### src/rtl/row_readout_pkg.sv
// Shared state encoding and default widths for the row token readout controller.
package row_readout_pkg;

    localparam int unsigned ROW_NROWS = 16;
    localparam int unsigned ROW_AW    = 4;
    localparam int unsigned ROW_DW    = 16;

    typedef enum logic [2:0] {
        ST_IDLE = 3'd0,
        ST_SCAN = 3'd1,
        ST_READ = 3'd2,
        ST_CAPT = 3'd3,
        ST_OUT  = 3'd4,
        ST_DONE = 3'd5
    } state_e;

endpackage

### src/rtl/row_priority_enc.sv
// Combinational lowest-index-first priority encoder over the row token vector.
module row_priority_enc #(
    parameter int unsigned NROWS = 16,
    parameter int unsigned AW    = 4
) (
    input  logic [NROWS-1:0] token,
    output logic [AW-1:0]    Addr,
    output logic [NROWS-1:0] OneHot,
    output logic             Any
);

    always_comb begin
        Addr = '0;
        Any  = 1'b0;
        for (int unsigned i = 0; i < NROWS; i++) begin
            if (token[i] && !Any) begin
                Addr = AW'(i);
                Any  = 1'b1;
            end
        end
    end

    // Isolate the lowest set bit.
    assign OneHot = token & (~token + NROWS'(1));

endmodule

### src/rtl/row_token_readout_ctrl.sv
// Column row readout sequencer: snapshots pending rows, strobes each row, forwards data on valid/ready.
// Optional row masking is enabled with `define ROW_READOUT_MASK_EN.
module row_token_readout_ctrl
    import row_readout_pkg::*;
#(
    parameter int unsigned NROWS = ROW_NROWS,
    parameter int unsigned AW    = ROW_AW,
    parameter int unsigned DW    = ROW_DW
) (
    input  logic             Clk,
    input  logic             ResetB,
    input  logic             Start,
    input  logic             Abort,
    input  logic [NROWS-1:0] HitPending,
`ifdef ROW_READOUT_MASK_EN
    input  logic [NROWS-1:0] RowMask,
`endif
    output logic [NROWS-1:0] RowRead,
    input  logic [DW-1:0]    RowData,
    output logic             OutValid,
    input  logic             OutReady,
    output logic [AW-1:0]    OutAddr,
    output logic [DW-1:0]    OutData,
    output logic             Busy,
    output logic             Done,
    output logic [AW:0]      ReadCount
);

    localparam int unsigned CW = AW + 1;

    state_e           state_q, state_d;
    logic [NROWS-1:0] token_q, token_d;
    logic [AW-1:0]    addr_q, addr_d;
    logic [NROWS-1:0] row_read_q, row_read_d;
    logic             out_valid_q, out_valid_d;
    logic [AW-1:0]    out_addr_q, out_addr_d;
    logic [DW-1:0]    out_data_q, out_data_d;
    logic             busy_q, busy_d;
    logic             done_q, done_d;
    logic [CW-1:0]    read_count_q, read_count_d;

    logic [NROWS-1:0] snap_c;
    logic [AW-1:0]    enc_addr;
    logic [NROWS-1:0] enc_onehot;
    logic             enc_any;

`ifdef ROW_READOUT_MASK_EN
    assign snap_c = HitPending & ~RowMask;
`else
    assign snap_c = HitPending;
`endif

    row_priority_enc #(
        .NROWS (NROWS),
        .AW    (AW)
    ) u_enc (
        .token  (token_q),
        .Addr   (enc_addr),
        .OneHot (enc_onehot),
        .Any    (enc_any)
    );

    always_comb begin
        state_d      = state_q;
        token_d      = token_q;
        addr_d       = addr_q;
        row_read_d   = '0;
        out_valid_d  = out_valid_q;
        out_addr_d   = out_addr_q;
        out_data_d   = out_data_q;
        busy_d       = busy_q;
        done_d       = 1'b0;
        read_count_d = read_count_q;

        unique case (state_q)
            ST_IDLE: begin
                if (Start && !Abort) begin
                    token_d      = snap_c;
                    read_count_d = '0;
                    busy_d       = 1'b1;
                    state_d      = ST_SCAN;
                end
            end
            ST_SCAN: begin
                if (!enc_any) begin
                    done_d  = 1'b1;
                    state_d = ST_DONE;
                end else begin
                    addr_d     = enc_addr;
                    row_read_d = enc_onehot;
                    state_d    = ST_READ;
                end
            end
            ST_READ: state_d = ST_CAPT;
            ST_CAPT: begin
                out_data_d  = RowData;
                out_addr_d  = addr_q;
                out_valid_d = 1'b1;
                state_d     = ST_OUT;
            end
            ST_OUT: begin
                if (OutReady) begin
                    token_d      = token_q & ~(NROWS'(1) << addr_q);
                    read_count_d = read_count_q + CW'(1);
                    out_valid_d  = 1'b0;
                    state_d      = ST_SCAN;
                end
            end
            ST_DONE: begin
                busy_d  = 1'b0;
                state_d = ST_IDLE;
            end
            default: begin
                busy_d  = 1'b0;
                state_d = ST_IDLE;
            end
        endcase

        // Abort wins over everything except the delivered-row count.
        if (Abort && state_q != ST_IDLE) begin
            state_d      = ST_IDLE;
            token_d      = '0;
            row_read_d   = '0;
            out_valid_d  = 1'b0;
            busy_d       = 1'b0;
            done_d       = 1'b0;
            read_count_d = read_count_q;
        end
    end

    always_ff @(posedge Clk or negedge ResetB) begin
        if (!ResetB) begin
            state_q      <= ST_IDLE;
            token_q      <= '0;
            addr_q       <= '0;
            row_read_q   <= '0;
            out_valid_q  <= 1'b0;
            out_addr_q   <= '0;
            out_data_q   <= '0;
            busy_q       <= 1'b0;
            done_q       <= 1'b0;
            read_count_q <= '0;
        end else begin
            state_q      <= state_d;
            token_q      <= token_d;
            addr_q       <= addr_d;
            row_read_q   <= row_read_d;
            out_valid_q  <= out_valid_d;
            out_addr_q   <= out_addr_d;
            out_data_q   <= out_data_d;
            busy_q       <= busy_d;
            done_q       <= done_d;
            read_count_q <= read_count_d;
        end
    end

    assign RowRead   = row_read_q;
    assign OutValid  = out_valid_q;
    assign OutAddr   = out_addr_q;
    assign OutData   = out_data_q;
    assign Busy      = busy_q;
    assign Done      = done_q;
    assign ReadCount = read_count_q;

endmodule

### config.mk
export PLATFORM = sky130hd
export DESIGN_NAME = row_token_readout_ctrl
export DESIGN_NICKNAME = d
export VERILOG_FILES = /design/src/rtl/row_readout_pkg.sv /design/src/rtl/row_priority_enc.sv /design/src/rtl/row_token_readout_ctrl.sv
export SDC_FILE = /design/constraint.sdc
export NUM_CORES = 1
export LEC_CHECK = 0
export ABC_AREA = 1
export CORE_ASPECT_RATIO = 0.6
export CORE_MARGIN = 1.5
export CORE_UTILIZATION = 30
export DETAILED_ROUTE_END_ITERATION = 10
export GPL_TIMING_DRIVEN = 0
export SLEW_MARGIN = 20
export SYNTH_ARGS = -nofsm -noshare
export SYNTH_HDL_FRONTEND = slang
export SYNTH_HIERARCHICAL = 1
export SYNTH_SLANG_ARGS = --single-unit
### constraint.sdc
create_clock -name Clk -period 2.2 [get_ports Clk]
set_input_delay 0.66 -clock Clk [delete_from_list [all_inputs] [get_ports Clk]]
set_output_delay 0.66 -clock Clk [all_outputs]
set_load 0.05 [all_outputs]
==> impl_metrics.csv, run 1 <==
group,metric,value,unit
detailed_routing,vias,3487,
placement,placed_cell_area,4730,um^2
floorplan,start_util,30.8,%
layout,syn2layout_area_growth,35.9,%
detailed_routing,ant_nets,0,
worst_setup_path,required,1540,ps
worst_setup_path,rr_worst_depth,7,
logic_synthesis,ys_seq_elements,67,
timing,max_freq,463,MHz
detailed_routing,drt_iter0_drc,255,
timing,layout_min_cycle_time,2160,ps
worst_setup_path,rrSetupSlack,210,ps
clock_network,clk_latency,330,ps
layout,n_fill_cell,1273,
clock_network,hold_buffers,0,
layout,mostFrequentLayoutCells,"190 x nand2_1, 71 x clkdlybuf4s50_1, 67 x dfrtp_1, 67 x nor2_1, 53 x inv_1",
clock_network,cts_tree,"built",
layout,multiInputGateArea,1700,um^2
logic_synthesis,ys_warn_count,6,
logic_synthesis,synth_nets,549,
layout,seqCellArea,1680,um^2
grt,overflow,0,
timing,whs,172,ps
clock_network,clock-sinks,67,
logic_synthesis,synth_area,3700,um^2
logic_synthesis,yosysSeqAreaShare,45.3,%
placement,routabilityCongestion,0.919,
grt,grt_max_degree,56,
worst_setup_path,r2r-start,"token_q[4]",
timing,rsz0062_at_grt,"false",
worst_setup_path,r2r_end,"addr_q[2]",
worst_setup_path,crit_path_start_kind,"flop",
worst_setup_path,worst-path-buf-inv,1,
worst_setup_path,arrival,1500,ps
outcome,outcome,"finished, final reports clean",
worst_setup_path,critPathMaxStageDelay,820,ps
floorplan,rows,31,
timing,final-hold-violation-count,0,
logic_synthesis,synthCells,511,
detailed_routing,drcViolationCount,0,
clock_network,clk_pin_slew,60,ps
floorplan,die_x,146,um
detailed_routing,drtPass1Iterations,5,
layout,antenna_cells,0,
floorplan,core,12000,um^2
logic_synthesis,postSynthAreaPerCell,7.24,um^2
timing,tns,0,ps
grt,grt_use_total,16.8,%
worst_setup_path,path_class,"flop to output pin",
grt,grt_pass1_vias,3090,
worst_setup_path,cp_cell_sequence,"clkdlybuf4s50_1",
clock_network,htreeDepth,3,
pwr,powerDensity,1370,nW/um^2
worst_setup_path,path_delay_family,"buffers and inverters",
floorplan,ioPinCount,81,
layout,drive_above_1_share,11.4,%
pwr,p_leak,2.54,nW
layout,nets,641,
logic_synthesis,synth_cell_types,27,
timing,tightest_slew,527,ps
timing,min_period_over_period,98.2,%
worst_setup_path,slowest_stage,"clkdlybuf4s50_1",
placement,hpwl,8070,um
timing,setup_viol,0,
placement,port_buffers,80,
worst_setup_path,cp_max_fo,2,
layout,final_common_cell,"nand2_1",
grt,grt_pass1_wl,16800,um
grt,grt_antenna_before_repair,0,
timing,slew_violations,0,
clock_network,root_buffer,"clkbuf_16",
floorplan,dieArea,13000,um^2
detailed_routing,drt_wl_total,10600,um
clock_network,cts_resized,6,
timing,slew_headroom,64.7,%
worst_setup_path,end_kind,"output pin",
clock_network,clock_path_buffers,2,
detailed_routing,viasPerCell,4.52,
floorplan,fp.dieH,89.0,um
worst_hold_path,hold_class,"input port to asynchronous set/reset pin",
clock_network,cts_made_buffers,9,
job,maxCapViolCount,0,
worst_setup_path,cp_num_cells,1,
detailed_routing,wl_per_cell,13.7,um
layout,design_area,5020,um^2
pwr,vdd_drop_max,436,uV
timing,fin_skew,4.74,ps
clock_network,cts_setup_buffers,0,
-- cell usage after synthesis --
cell type,number,area [um^2]
nand2_1,190,713
nor3_2,1,10.0
buf_6,1,11.3
ha_1,1,12.5
a21oi_1,6,30.0
o21ai_0,7,35.0
dfrtp_1,67,1680
clkbuf_1,2,7.51
nor2_2,7,43.8
nor2_8,2,40.0
nand3_2,7,70.1
nor2_1,67,251
o211ai_1,1,7.51
buf_4,4,30.0
nand3_1,28,140
o21ai_1,2,10.0
inv_2,4,15.0
clkinv_1,2,7.51
nor3_1,6,30.0
o21ai_2,2,17.5
inv_1,53,199
nand2_2,6,37.5
or2_2,1,6.26
nand2_4,2,22.5
nand4_1,26,163
nor2_4,5,56.3
buf_2,11,55.1
-- final cells by class --
class / instances / area share (%)
Buffer: 18 / 2.09
Clock buffer: 13 / 5.18
Clock inverter: 2 / 0.697
Inverter: 59 / 4.41
Multi-Input combinational cell: 367 / 33.8
Sequential cell: 67 / 33.4
Tap cell: 165 / 4.11
Timing Repair Buffer: 81 / 16.4
-- worst max path at each step --
stage                     startpoint           end  slack [ps]
after floorplan           token_q[8]   RowRead[10]         610
after global placement        ResetB  ReadCount[1]       -1870
after detailed placement       Abort   token_q[13]          70
after CTS                 OutAddr[2]    OutAddr[2]          20
after global routing      OutData[4]    OutData[4]           2
final                     OutAddr[3]    OutAddr[3]          40
-- through the flow --
stage                     utilization, %  setup WS, ps  std cells  power, mW
after floorplan                        -           606        511       4.35
final                               41.8          39.6        772       6.89
after global routing                41.8          1.90        772       7.36
after CTS                           41.7          19.3        772       6.92
after global placement              39.1         -1870        756       5.40
after detailed placement            39.3          67.5        757       5.46
-- registers in the layout, summed over array words and instances, names as in the netlist --
register,flops
token_q,16
OutAddr,4
RowRead,16
Done,1
OutData,16
Busy,1
OutValid,1
state_q,3
addr_q,4
ReadCount,5
-- cells by family after synthesis --
group / Yosys count / share of synthesized area, %
buffers and inverters: 77 / 8.80
and+or+nand+nor: 348 / 42.8
DFF: 67 / 45.3
AOI/OAI and AO/OA: 18 / 2.71
adders and majority gates: 1 / 0.338
-- metal layers --
layer	vias to the layer above	global-route usage, %	routed length (um)
met2	120	21.8	3960
met4	0	5.23	131
met5	-	0	0
met1	1584	26.8	5790
li1	1770	-	-
met3	13	3.47	705
-- report_power, final --
group | leakage (nW) | internal (mW) | switching, mW
registers | 0.860 | 1.64 | 0.429
clock network | 0.146 | 0.931 | 0.518
logic | 1.53 | 1.06 | 2.31
(Power assumes the default switching activity.)
==> run 2: changes to the inputs <==
==> constraint.sdc (replaced) <==
create_clock -name Clk -period 2.2 [get_ports Clk]
set_input_delay 0.55 -clock Clk [delete_from_list [all_inputs] [get_ports Clk]]
set_output_delay 0.55 -clock Clk [all_outputs]
set_load 0.05 [all_outputs]
==> impl_metrics.csv, run 2 (synthesis results as in run 1) <==
group,metric,value,unit
worst_setup_path,end_kind,"output pin",
detailed_routing,top_layer,"met4",
layout,multiInputGateArea,1700,um^2
worst_setup_path,cp_max_fo,6,
timing,slew_violations,0,
timing,max_freq,465,MHz
detailed_routing,wl_met1,5870,um
layout,final_util,41.9,%
worst_setup_path,slowest_stage,"clkdlybuf4s50_1",
detailed_routing,drt_wl_total,10600,um
detailed_routing,wl_met3,612,um
timing,finalWorstSetupSlack,47.4,ps
job,maxCapViolCount,0,
worst_setup_path,critPathMaxStageDelay,840,ps
grt,grt_pass1_wl,16800,um
pwr,p_leak,2.55,nW
worst_hold_path,hold_class,"input port to asynchronous set/reset pin",
grt,grt_pass1_vias,3090,
worst_setup_path,cp_cell_sequence,"clkdlybuf4s50_1",
grt,grt_antenna_before_repair,0,
grt,overflow,0,
layout,seqCellArea,1680,um^2
clock_network,clk_pin_slew,50,ps
clock_network,cts_setup_buffers,0,
layout,nets,641,
clock_network,clock_path_buffers,2,
detailed_routing,viasPerCell,4.51,
floorplan,rows,31,
timing,final-hold-violation-count,0,
placement,pre_cts_slack,69.6,ps
clock_network,cts_resized,0,
timing,setup_viol,0,
timing,fin_skew,3.98,ps
clock_network,clock-sinks,67,
layout,antenna_cells,0,
placement,hpwl,8070,um
layout,drive_above_1_share,11.4,%
detailed_routing,ant_nets,0,
clock_network,cts_made_buffers,9,
clock_network,hold_buffers,0,
detailed_routing,drt_iter0_drc,243,
clock_network,root_buffer,"clkbuf_16",
worst_setup_path,path_delay_family,"buffers and inverters",
pwr,vdd_drop_max,437,uV
worst_setup_path,arrival,1600,ps
layout,syn2layout_area_growth,36.1,%
floorplan,start_util,30.8,%
worst_setup_path,crit_path_start_kind,"flop",
worst_setup_path,path_class,"flop to output pin",
timing,layout_min_cycle_time,2150,ps
detailed_routing,wl_per_cell,13.7,um
placement,placed_cells,757,
detailed_routing,met2_length,3970,um
layout,n_fill_cell,1272,
timing,slew_headroom,64.7,%
outcome,outcome,"finished, final reports clean",
grt,grt_use_total,16.8,%
layout,final_common_cell,"nand2_1",
placement,port_buffers,80,
grt,grt_max_degree,56,
timing,min_period_over_period,97.8,%
detailed_routing,vias,3480,
timing,rsz0062_at_grt,"false",
pwr,power,6.90,mW
floorplan,core,12000,um^2
floorplan,fp.dieH,89.0,um
placement,routabilityCongestion,0.919,
timing,tightest_slew,527,ps
floorplan,dieArea,13000,um^2
layout,fin_cells,772,
clock_network,cts_tree,"built",
floorplan,ioPinCount,81,
layout,mostFrequentLayoutCells,"190 x nand2_1, 76 x clkdlybuf4s50_1, 67 x dfrtp_1, 67 x nor2_1, 53 x inv_1",
detailed_routing,drtPass1Iterations,5,
clock_network,htreeDepth,3,
pwr,powerDensity,1370,nW/um^2
worst_setup_path,worst-path-buf-inv,1,
worst_setup_path,required,1650,ps
detailed_routing,drcViolationCount,0,
floorplan,die_x,146,um
clock_network,clk_latency,330,ps
==> run 2: cell types whose count changed in the layout (fill, tap and decap cells not counted), sizes merged <==
cell / previous run / this run
dlymetal6s2s: 2 / 3
dlygate4sd2: 6 / 0
clkdlybuf4s50: 71 / 76
==> run 2: metrics by stage <==
stage,setup TNS [ps],hold WS (ps),instance area [um^2]
2_1_floorplan,0,254,3700
3_5_place_dp,0,421,4730
6_report,0,61.0,5030
5_1_grt,0,74.0,5030
3_3_place_gp,-117690,463,4710
4_1_cts,0,63.1,5030
==> run 2: area by class of cell <==
class | instances | area share, %
multi-input combinational | 367 | 33.7
sequential | 67 | 33.3
timing repair buffer | 81 | 16.6
clock buffer | 13 | 5.17
inverter | 59 | 4.40
tap | 165 | 4.10
buffer | 18 | 2.09
clock inverter | 2 | 0.696
==> run 2: where the power goes <==
part	switching (mW)	leakage (nW)	internal [mW]
combinational	2.31	1.54	1.07
sequential	0.429	0.860	1.64
clock	0.520	0.146	0.931
total	3.26	2.55	3.64
==> run 2: path summary, 6_finish.rpt <==
kind	start	endpoint	cells after the start	slack, ps
worst min-delay path	ResetB	RowRead[14]	1	60
max in group asynchronous	ResetB	token_q[5]	2	1600
worst max register to register	token_q[4]	addr_q[2]	7	210
worst max-delay path	ReadCount[3]	ReadCount[3]	1	50
min in group Clk	OutData[11]	OutData[11]	2	480
worst min register to register	OutData[11]	OutData[11]	2	480
==> run 2: routing by layer <==
| layer | vias up | track usage, % |
|---|---|---|
| met5 | - | 0 |
| met4 | 0 | 5.23 |
| met3 | 12 | 3.57 |
| met2 | 95 | 21.8 |
| met1 | 1602 | 26.7 |
| li1 | 1771 | - |
==> patch: new RTL, flow settings as in run 1 <==
Add a define of `ROW_READOUT_MASK_EN`.
--- a/src/rtl/row_token_readout_ctrl.sv
+++ b/src/rtl/row_token_readout_ctrl.sv
@@ -1,5 +1,7 @@
 // Column row readout sequencer: snapshots pending rows, strobes each row, forwards data on valid/ready.
 // Optional row masking is enabled with `define ROW_READOUT_MASK_EN.
+`define ROW_READOUT_MASK_EN
+
 module row_token_readout_ctrl
     import row_readout_pkg::*;
 #(
Interface: changed (added RowMask); port bits go from 81 to 97. The function was not compared with the original's and may differ.
==> patch against run 1 <==
Cell area is 5.9% higher; sequential cell count stayed put; clock skew is 0.0039 ns higher; synthesized area is 2.8% higher; wire length is 3.3% lower; worst hold slack better by 0.020 ns; final cell count is 8.5% higher; power is 3.2% higher; setup slack worse by 0.0074 ns; count of clock-buffer cells in the layout is 2 lower.
==> patch: results <==
export IMPL_pre_cts_slack_ns=-0.114
export IMPL_grt_util_all_layers_pct=16.8
export IMPL_gr_usage_met2_pct=23.0
export IMPL_met1_usage_pct=24.5
export IMPL_status="complete, no violations"
export IMPL_hpwl_um=7950
export IMPL_design_seq_count=67
export IMPL_finalWirelength_um=10200
export IMPL_synth_compound_area_share_pct=2.70
export IMPL_n_all_buffers=114
export IMPL_synthAdderAreaFrac_pct=0.329
export IMPL_met1_length_um=5250
export IMPL_ys_types=28
export IMPL_seq_share_pct=31.5
export IMPL_wl_met3_um=851
export IMPL_netlist_instances=560
export IMPL_layout_cells_non_filler=838
export IMPL_grt_max_degree=51
export IMPL_grt_pass1_vias=3541
export IMPL_met2_length_um=4070
export IMPL_numPortBuffers=96
export IMPL_finalClockSkew_ns=0.00867
export IMPL_buf_share_pct=21.0
export IMPL_clkCellAreaFrac_pct=5.55
export IMPL_synth_xor_area_share_pct=0.691
export IMPL_irDropWorstVdd_mv=0.700
export IMPL_inv_count=105
export IMPL_dr_total_vias=3596
export IMPL_worstMarginPinSlew_ns=0.537
export IMPL_p_leak_nw=3.11
[patch: changes by cell type in the layout (fill, tap and decap cells not counted), sizes merged, moves of 2 or more]
cell,run 1,this run
inv,57,104
nand2,198,231
nand4,26,6
nor2,81,64
dlymetal6s2s,2,15
nor3,7,13
xor2,0,3
clkbuf,15,13
clkdlybuf4s50,71,73
[patch: power by group]
part | switching, mW | total [mW] | internal, mW | leakage [nW]
combinational | 2.45 | 3.57 | 1.12 | 2.11
sequential | 0.423 | 2.10 | 1.67 | 0.857
clock | 0.551 | 1.45 | 0.902 | 0.145
total | 3.42 | 7.11 | 3.69 | 3.11
[patch: path summary, 6_finish.rpt]
path,end,slack [ns],cells past startpoint
worst max-delay path,OutData[10],0.03,1
worst min-delay path,Done$_DFF_PN0_,0.19,1
worst max register to register,addr_q[1]$_DFFE_PN0P_,0.29,7
worst min register to register,OutData[12]$_DFFE_PN0P_,0.48,2
max in group asynchronous,OutData[15]$_DFFE_PN0P_,1.48,2
min in group Clk,OutData[12]$_DFFE_PN0P_,0.48,2
